<file path="config.mk">
export PLATFORM = sky130hd
export DESIGN_NAME = demux4_buf_flat
export DESIGN_NICKNAME = d
export VERILOG_FILES = /design/src/rtl/demux4_buf_pkg.sv /design/src/rtl/demux4_buf_if.sv /design/src/rtl/demux4_buf_slot.sv /design/src/rtl/demux4_buf.sv /design/src/flat_wrapper.sv
export SDC_FILE = /design/constraint.sdc
export NUM_CORES = 1
export LEC_CHECK = 0
export BUFFER_PORTS_ARGS = -buffer_cell sky130_fd_sc_hd__buf_2
export CORE_MARGIN = 3
export CORE_UTILIZATION = 51
export CTS_CLUSTER_SIZE = 12
export DETAILED_ROUTE_END_ITERATION = 8
export GPL_TIMING_DRIVEN = 0
export PLACE_DENSITY = 0.8
export SKIP_CTS_REPAIR_TIMING = 1
export SYNTH_ARGS = -nofsm -noshare
export SYNTH_HDL_FRONTEND = slang
export SYNTH_HIERARCHICAL = 1
export SYNTH_SLANG_ARGS = --single-unit
</file>
<file path="constraint.sdc">
create_clock -name clk -period 2 [get_ports clk]
set_input_delay 0.2 -clock clk [delete_from_list [all_inputs] [get_ports clk]]
set_output_delay 0.2 -clock clk [all_outputs]
set_load 0.05 [all_outputs]
</file>
<file path="src/rtl/demux4_buf_pkg.sv">
// Shared datapath constants and types for the 1-to-4 buffered demux slice.
package demux4_buf_pkg;

  localparam int unsigned DATA_WIDTH = 32;
  localparam int unsigned NUM_CH     = 4;
  localparam int unsigned SEL_W      = $clog2(NUM_CH);
  localparam int unsigned CNT_W      = 8;

  typedef enum logic {
    SLOT_EMPTY = 1'b0,
    SLOT_FULL  = 1'b1
  } slot_state_e;

endpackage

</file>
<file path="src/rtl/demux4_buf_if.sv">
// Handshake bus for demux4_buf: one upstream stream, four buffered channels.
interface demux4_buf_if
  import demux4_buf_pkg::*;
#(
  parameter int unsigned WIDTH = DATA_WIDTH
);

  logic              in_valid;
  logic              in_ready;
  logic [WIDTH-1:0]  in_data;
  logic [SEL_W-1:0]  in_sel;
  logic [NUM_CH-1:0] out_valid;
  logic [NUM_CH-1:0] out_ready;
  logic [WIDTH-1:0]  out_data0;
  logic [WIDTH-1:0]  out_data1;
  logic [WIDTH-1:0]  out_data2;
  logic [WIDTH-1:0]  out_data3;
  logic [CNT_W-1:0]  xfer_count;

  modport master (
    output in_valid, in_data, in_sel, out_ready,
    input  in_ready, out_valid, out_data0, out_data1, out_data2, out_data3,
           xfer_count
  );

  modport slave (
    input  in_valid, in_data, in_sel, out_ready,
    output in_ready, out_valid, out_data0, out_data1, out_data2, out_data3,
           xfer_count
  );

endinterface

</file>
<file path="src/rtl/demux4_buf_slot.sv">
// One-entry valid/ready buffer slot; data is held after a pop until overwritten or reset.
module demux_slot
  import demux4_buf_pkg::*;
#(
  parameter int unsigned WIDTH = DATA_WIDTH
) (
  input  logic             clk,
  input  logic             reset,
  input  logic             wr_en,
  input  logic [WIDTH-1:0] wr_data,
  input  logic             rd_ready,
  output logic             valid,
  output logic [WIDTH-1:0] data
);

  slot_state_e state;

  // A write into a FULL slot only happens alongside a pop (guaranteed by in_ready),
  // so FULL+write simply replaces the word and stays FULL.
  always_ff @(posedge clk or posedge reset) begin
    if (reset) begin
      state <= SLOT_EMPTY;
      data  <= '0;
    end else begin
      case (state)
        SLOT_EMPTY: begin
          if (wr_en) begin
            state <= SLOT_FULL;
            data  <= wr_data;
          end
        end
        SLOT_FULL: begin
          if (wr_en) begin
            data <= wr_data;
          end else if (rd_ready) begin
            state <= SLOT_EMPTY;
          end
        end
        default: state <= SLOT_EMPTY;
      endcase
    end
  end

  assign valid = (state == SLOT_FULL);

endmodule

</file>
<file path="src/rtl/demux4_buf.sv">
// 1-to-4 buffered demux: routes the input stream to one of four one-entry slots by in_sel.
module demux4_buf
  import demux4_buf_pkg::*;
#(
  parameter int unsigned WIDTH = DATA_WIDTH
) (
  input  logic         clk,
  input  logic         reset,
  demux4_buf_if.slave  bus
);

  logic              accept;
  logic [NUM_CH-1:0] wr_en;
  logic [NUM_CH-1:0] slot_valid;
  logic [WIDTH-1:0]  slot_data [NUM_CH];
  logic [CNT_W-1:0]  count;

  assign bus.in_ready = ~slot_valid[bus.in_sel] | bus.out_ready[bus.in_sel];
  assign accept       = bus.in_valid & bus.in_ready;

  always_comb begin
    wr_en = '0;
    for (int unsigned k = 0; k < NUM_CH; k++) begin
      wr_en[k] = accept && (bus.in_sel == SEL_W'(k));
    end
  end

  for (genvar g = 0; g < NUM_CH; g++) begin : g_slot
    demux_slot #(.WIDTH(WIDTH)) u_slot (
      .clk      (clk),
      .reset    (reset),
      .wr_en    (wr_en[g]),
      .wr_data  (bus.in_data),
      .rd_ready (bus.out_ready[g]),
      .valid    (slot_valid[g]),
      .data     (slot_data[g])
    );
  end

  always_ff @(posedge clk or posedge reset) begin
    if (reset) begin
      count <= '0;
    end else if (accept) begin
      count <= count + 1'b1;
    end
  end

  assign bus.out_valid  = slot_valid;
  assign bus.out_data0  = slot_data[0];
  assign bus.out_data1  = slot_data[1];
  assign bus.out_data2  = slot_data[2];
  assign bus.out_data3  = slot_data[3];
  assign bus.xfer_count = count;

endmodule

</file>
<file path="src/flat_wrapper.sv">
// flat-port wrapper written by rule: the top's interface ports become plain ports
module demux4_buf_flat import demux4_buf_pkg::*;
#(
  parameter int unsigned WIDTH = DATA_WIDTH
)
  (clk, reset, bus_in_valid, bus_in_data, bus_in_sel, bus_out_ready, bus_in_ready, bus_out_valid, bus_out_data0, bus_out_data1, bus_out_data2, bus_out_data3, bus_xfer_count);
  demux4_buf_if #(.WIDTH(WIDTH)) bus_i ();
  input  logic clk;
  input  logic reset;
  input wire logic [$bits(bus_i.in_valid)-1:0] bus_in_valid;
  input wire logic [$bits(bus_i.in_data)-1:0] bus_in_data;
  input wire logic [$bits(bus_i.in_sel)-1:0] bus_in_sel;
  input wire logic [$bits(bus_i.out_ready)-1:0] bus_out_ready;
  output wire logic [$bits(bus_i.in_ready)-1:0] bus_in_ready;
  output wire logic [$bits(bus_i.out_valid)-1:0] bus_out_valid;
  output wire logic [$bits(bus_i.out_data0)-1:0] bus_out_data0;
  output wire logic [$bits(bus_i.out_data1)-1:0] bus_out_data1;
  output wire logic [$bits(bus_i.out_data2)-1:0] bus_out_data2;
  output wire logic [$bits(bus_i.out_data3)-1:0] bus_out_data3;
  output wire logic [$bits(bus_i.xfer_count)-1:0] bus_xfer_count;
  assign bus_i.in_valid = bus_in_valid;
  assign bus_i.in_data = bus_in_data;
  assign bus_i.in_sel = bus_in_sel;
  assign bus_i.out_ready = bus_out_ready;
  assign bus_in_ready = bus_i.in_ready;
  assign bus_out_valid = bus_i.out_valid;
  assign bus_out_data0 = bus_i.out_data0;
  assign bus_out_data1 = bus_i.out_data1;
  assign bus_out_data2 = bus_i.out_data2;
  assign bus_out_data3 = bus_i.out_data3;
  assign bus_xfer_count = bus_i.xfer_count;
  demux4_buf #(.WIDTH(WIDTH)) u_core (.clk(clk), .reset(reset), .bus(bus_i));
endmodule
</file>
==> results.sh <==
export IMPL_dpl_cell_count=654
export IMPL_post_route_period_util_pct=97.0
export IMPL_timing_hold_ws_ns=0.0658
export IMPL_yosysTopAreaCellShare_pct=58.4
export IMPL_nets_final=577
export IMPL_power_ir_vdd_worst_v=0.00130
export IMPL_hpwl_um=9220
export IMPL_synth_nets=375
export IMPL_timing_hold_worst_path_depth=3
export IMPL_antenna_diode_count=0
export IMPL_grt_overflow=0
export IMPL_grtUsageTotal_pct=22.2
export IMPL_grt_util_met2_pct=35.6
export IMPL_worstMarginPinSlew_ns=0.838
export IMPL_drc_errors=0
export IMPL_end_kind="output pin"
export IMPL_critical_path_max_fanout=3
export IMPL_synth_seq_cells=140
export IMPL_drv_slew=0
export IMPL_wl_per_cell_um=19.9
export IMPL_placeableCoreArea_um2=11200
export IMPL_tritoncts_clock_tree="built"
export IMPL_clk_latency_ns=0.41
export IMPL_synth_area_leaders="dfrtp_1, mux2_4, buf_12"
export IMPL_detail_route_iter0_violations=210
export IMPL_synthesis_area_um2=6000
export IMPL_fp_row_count=38
export IMPL_max_cap_violations=0
export IMPL_area_used_by_sequential_logic_in_the_layout_um2=3510
export IMPL_root_buffer="clkbuf_16"
export IMPL_routed_via_count=3523
export IMPL_critical_path_arrival_ns=1.74
export IMPL_hold_viol=0
export IMPL_layout_commonest_cell="buf_2"
export IMPL_pin_count=182
export IMPL_synth_compound_gate_area_share_pct=0.501
export IMPL_post_place_ws_ns=0.292
export IMPL_drt_total_wl_um=13700
export IMPL_met3_usage_pct=7.98
export IMPL_detail_route_vias_per_cell=5.12
export IMPL_cts_max_path_buffers=2
export IMPL_muxShareOfSynthArea_pct=31.9
export IMPL_gr_max_usage_layer="met2"
export IMPL_max_slew_margin_pct=44.0
export IMPL_htree_levels=4
export IMPL_grt_start_max_net_pins=34
export IMPL_drt_first_pass_iters=4
export IMPL_power_leakage_uw=0.00390
export IMPL_cts_clk_slew_worst_paths_ns=0.05
export IMPL_antenna_left=0
export IMPL_globalRouteMet1Util_pct=28.6
export IMPL_synth_top_family_by_area="multiplexers"
export IMPL_tns_ns=0
export IMPL_leading_cell_types_in_the_layout_fill_and_taps_excluded="buf_2, dfrtp_1, mux2_4"
export IMPL_yosysTopAreaCell="dfrtp_1"
export IMPL_postSynthCellCount=333
export IMPL_max_freq_mhz=515
export IMPL_die_area_um2=13100
export IMPL_path_class="flop to output pin"
export IMPL_gp_congestion=0.754
export IMPL_grt_first_pass_wirelength_um=22000
export IMPL_pwr_density_cell_nw_per_um2=1460
export IMPL_post_synth_fa_ha_maj_area_fraction_pct=0.209
export IMPL_post_route_cells_drive_above_1_share_pct=68.1
export IMPL_finClkSkew_ns=0.00730
export IMPL_die_width_um=114
export IMPL_startpoint_type_of_the_worst_setup_path="flop"
export IMPL_yosys_warnings=6
export IMPL_cts_made_buffers=17
export IMPL_synth_simple_gate_area_share_pct=2.50
export IMPL_timing_critical_path_required_ns=1.80
export IMPL_synth_area_per_cell_um2=18.0
export IMPL_layoutNonFillerInstCount=688
export IMPL_number_of_global_route_vias_before_repair=3920
export IMPL_run_status="completed"
export IMPL_synthXorXnorAreaFrac_pct=1.02
export IMPL_post_route_min_period_ns=1.94
export IMPL_initial_core_utilization_pct=53.7
export IMPL_seq_area_frac_synth_pct=58.4
export IMPL_port_buffer_count=181
export IMPL_area_growth_synth_to_final_pct=28.6
export IMPL_layout_core_utilization_pct=69.1
export IMPL_die_height_um=114
export IMPL_layout_filler_cells=733
export IMPL_antenna_found_initial=0
export IMPL_setup_violations_final=0
export IMPL_worstHoldPathType="primary input to flop"
export IMPL_final_critical_path_setup_slack_ns=0.0600
export IMPL_synth_lib_cells_used_distinct=25
export IMPL_regToRegSetupSlack_ns=0.21
export IMPL_multi_input_comb_area_um2=2170
export IMPL_worst_r2r_cell_count=5
export IMPL_clock_sink_count=140
report_power, final:
part	total (µW)	switching (µW)	internal, µW
sequential	3870	415	3460
clock	3220	1160	2050
combinational	4180	2910	1280
layout make-up:
| class | count | share of cell area [%] |
|---|---|---|
| buffer | 16 | 3.70 |
| clock buffer | 21 | 6.10 |
| multi-input combinational | 166 | 28.1 |
| inverter | 11 | 0.551 |
| tap | 140 | 2.27 |
| clock inverter | 11 | 1.83 |
| sequential | 140 | 45.5 |
| timing repair buffer | 183 | 12.0 |
critical path: stages, from the launching register on:
cell,delay (ns)
dfrtp_2,0.41
nor2b_1,0.15
mux4_2,0.50
clkinv_2,0.08
buf_4,0.19
worst paths after layout:
path / startpoint / to
setup reg to reg: u_core/g_slot[2].u_slot/valid / u_core/bus.xfer_count[6]
hold / removal: bus_out_ready[1] / u_core/g_slot[1].u_slot/valid
hold reg to reg: u_core/bus.xfer_count[5] / u_core/bus.xfer_count[5]
min in group asynchronous: reset / u_core/bus.xfer_count[2]
setup / recovery: u_core/g_slot[2].u_slot/valid / bus_in_ready
max in group asynchronous: reset / u_core/g_slot[0].u_slot/valid
synthesized netlist by cell type:
library cell and instances:
dfrtp_1 140, nor2b_4 1, nand3_1 1, clkinv_2 1, mux2_4 117, buf_6 4, inv_1 10, ha_1 1
nor4_1 1, mux2_2 12, mux4_2 1, nand2_1 5, nor3_2 3, xnor2_1 1, nand4_1 1, nor3_1 1
a21o_1 4, nor2_1 3, nand2_2 1, buf_12 12, nor3b_1 1, nor4b_1 1, nor2b_1 3, xor2_1 6
and3_1 2
flip-flops by register name, indices dropped and copies added, names as in the netlist:
signal                      flops
u_core/bus.xfer_count           8
u_core/g_slot.u_slot/data     128
u_core/g_slot.u_slot/valid      4
per-layer routing:
metal,share of wire (%),up-vias
met2,49,138
met5,0,-
met1,42,1809
met4,0.97,0
li1,-,1562
met3,7.6,14
stage by stage:
stage                     power, µW  area (µm²)
final                         11300        7720
after global routing          11700        7720
after CTS                     11400        7700
after detailed placement       8100        7090
after global placement         8020        7090
after floorplan                7100        6000
cells by family (layout without fill, tap and decap cells):
family                     after synthesis  after routing
adders and majority gates                1              1
and+or+nand+nor                         24             24
xor gates and xnor gates                 7              7
buffers and inverters                   27            242
AOI/OAI and AO/OA                        4              4
DFF                                    140            140
muxes                                  130            130
Note: power is estimated with default switching activity, not from simulation.
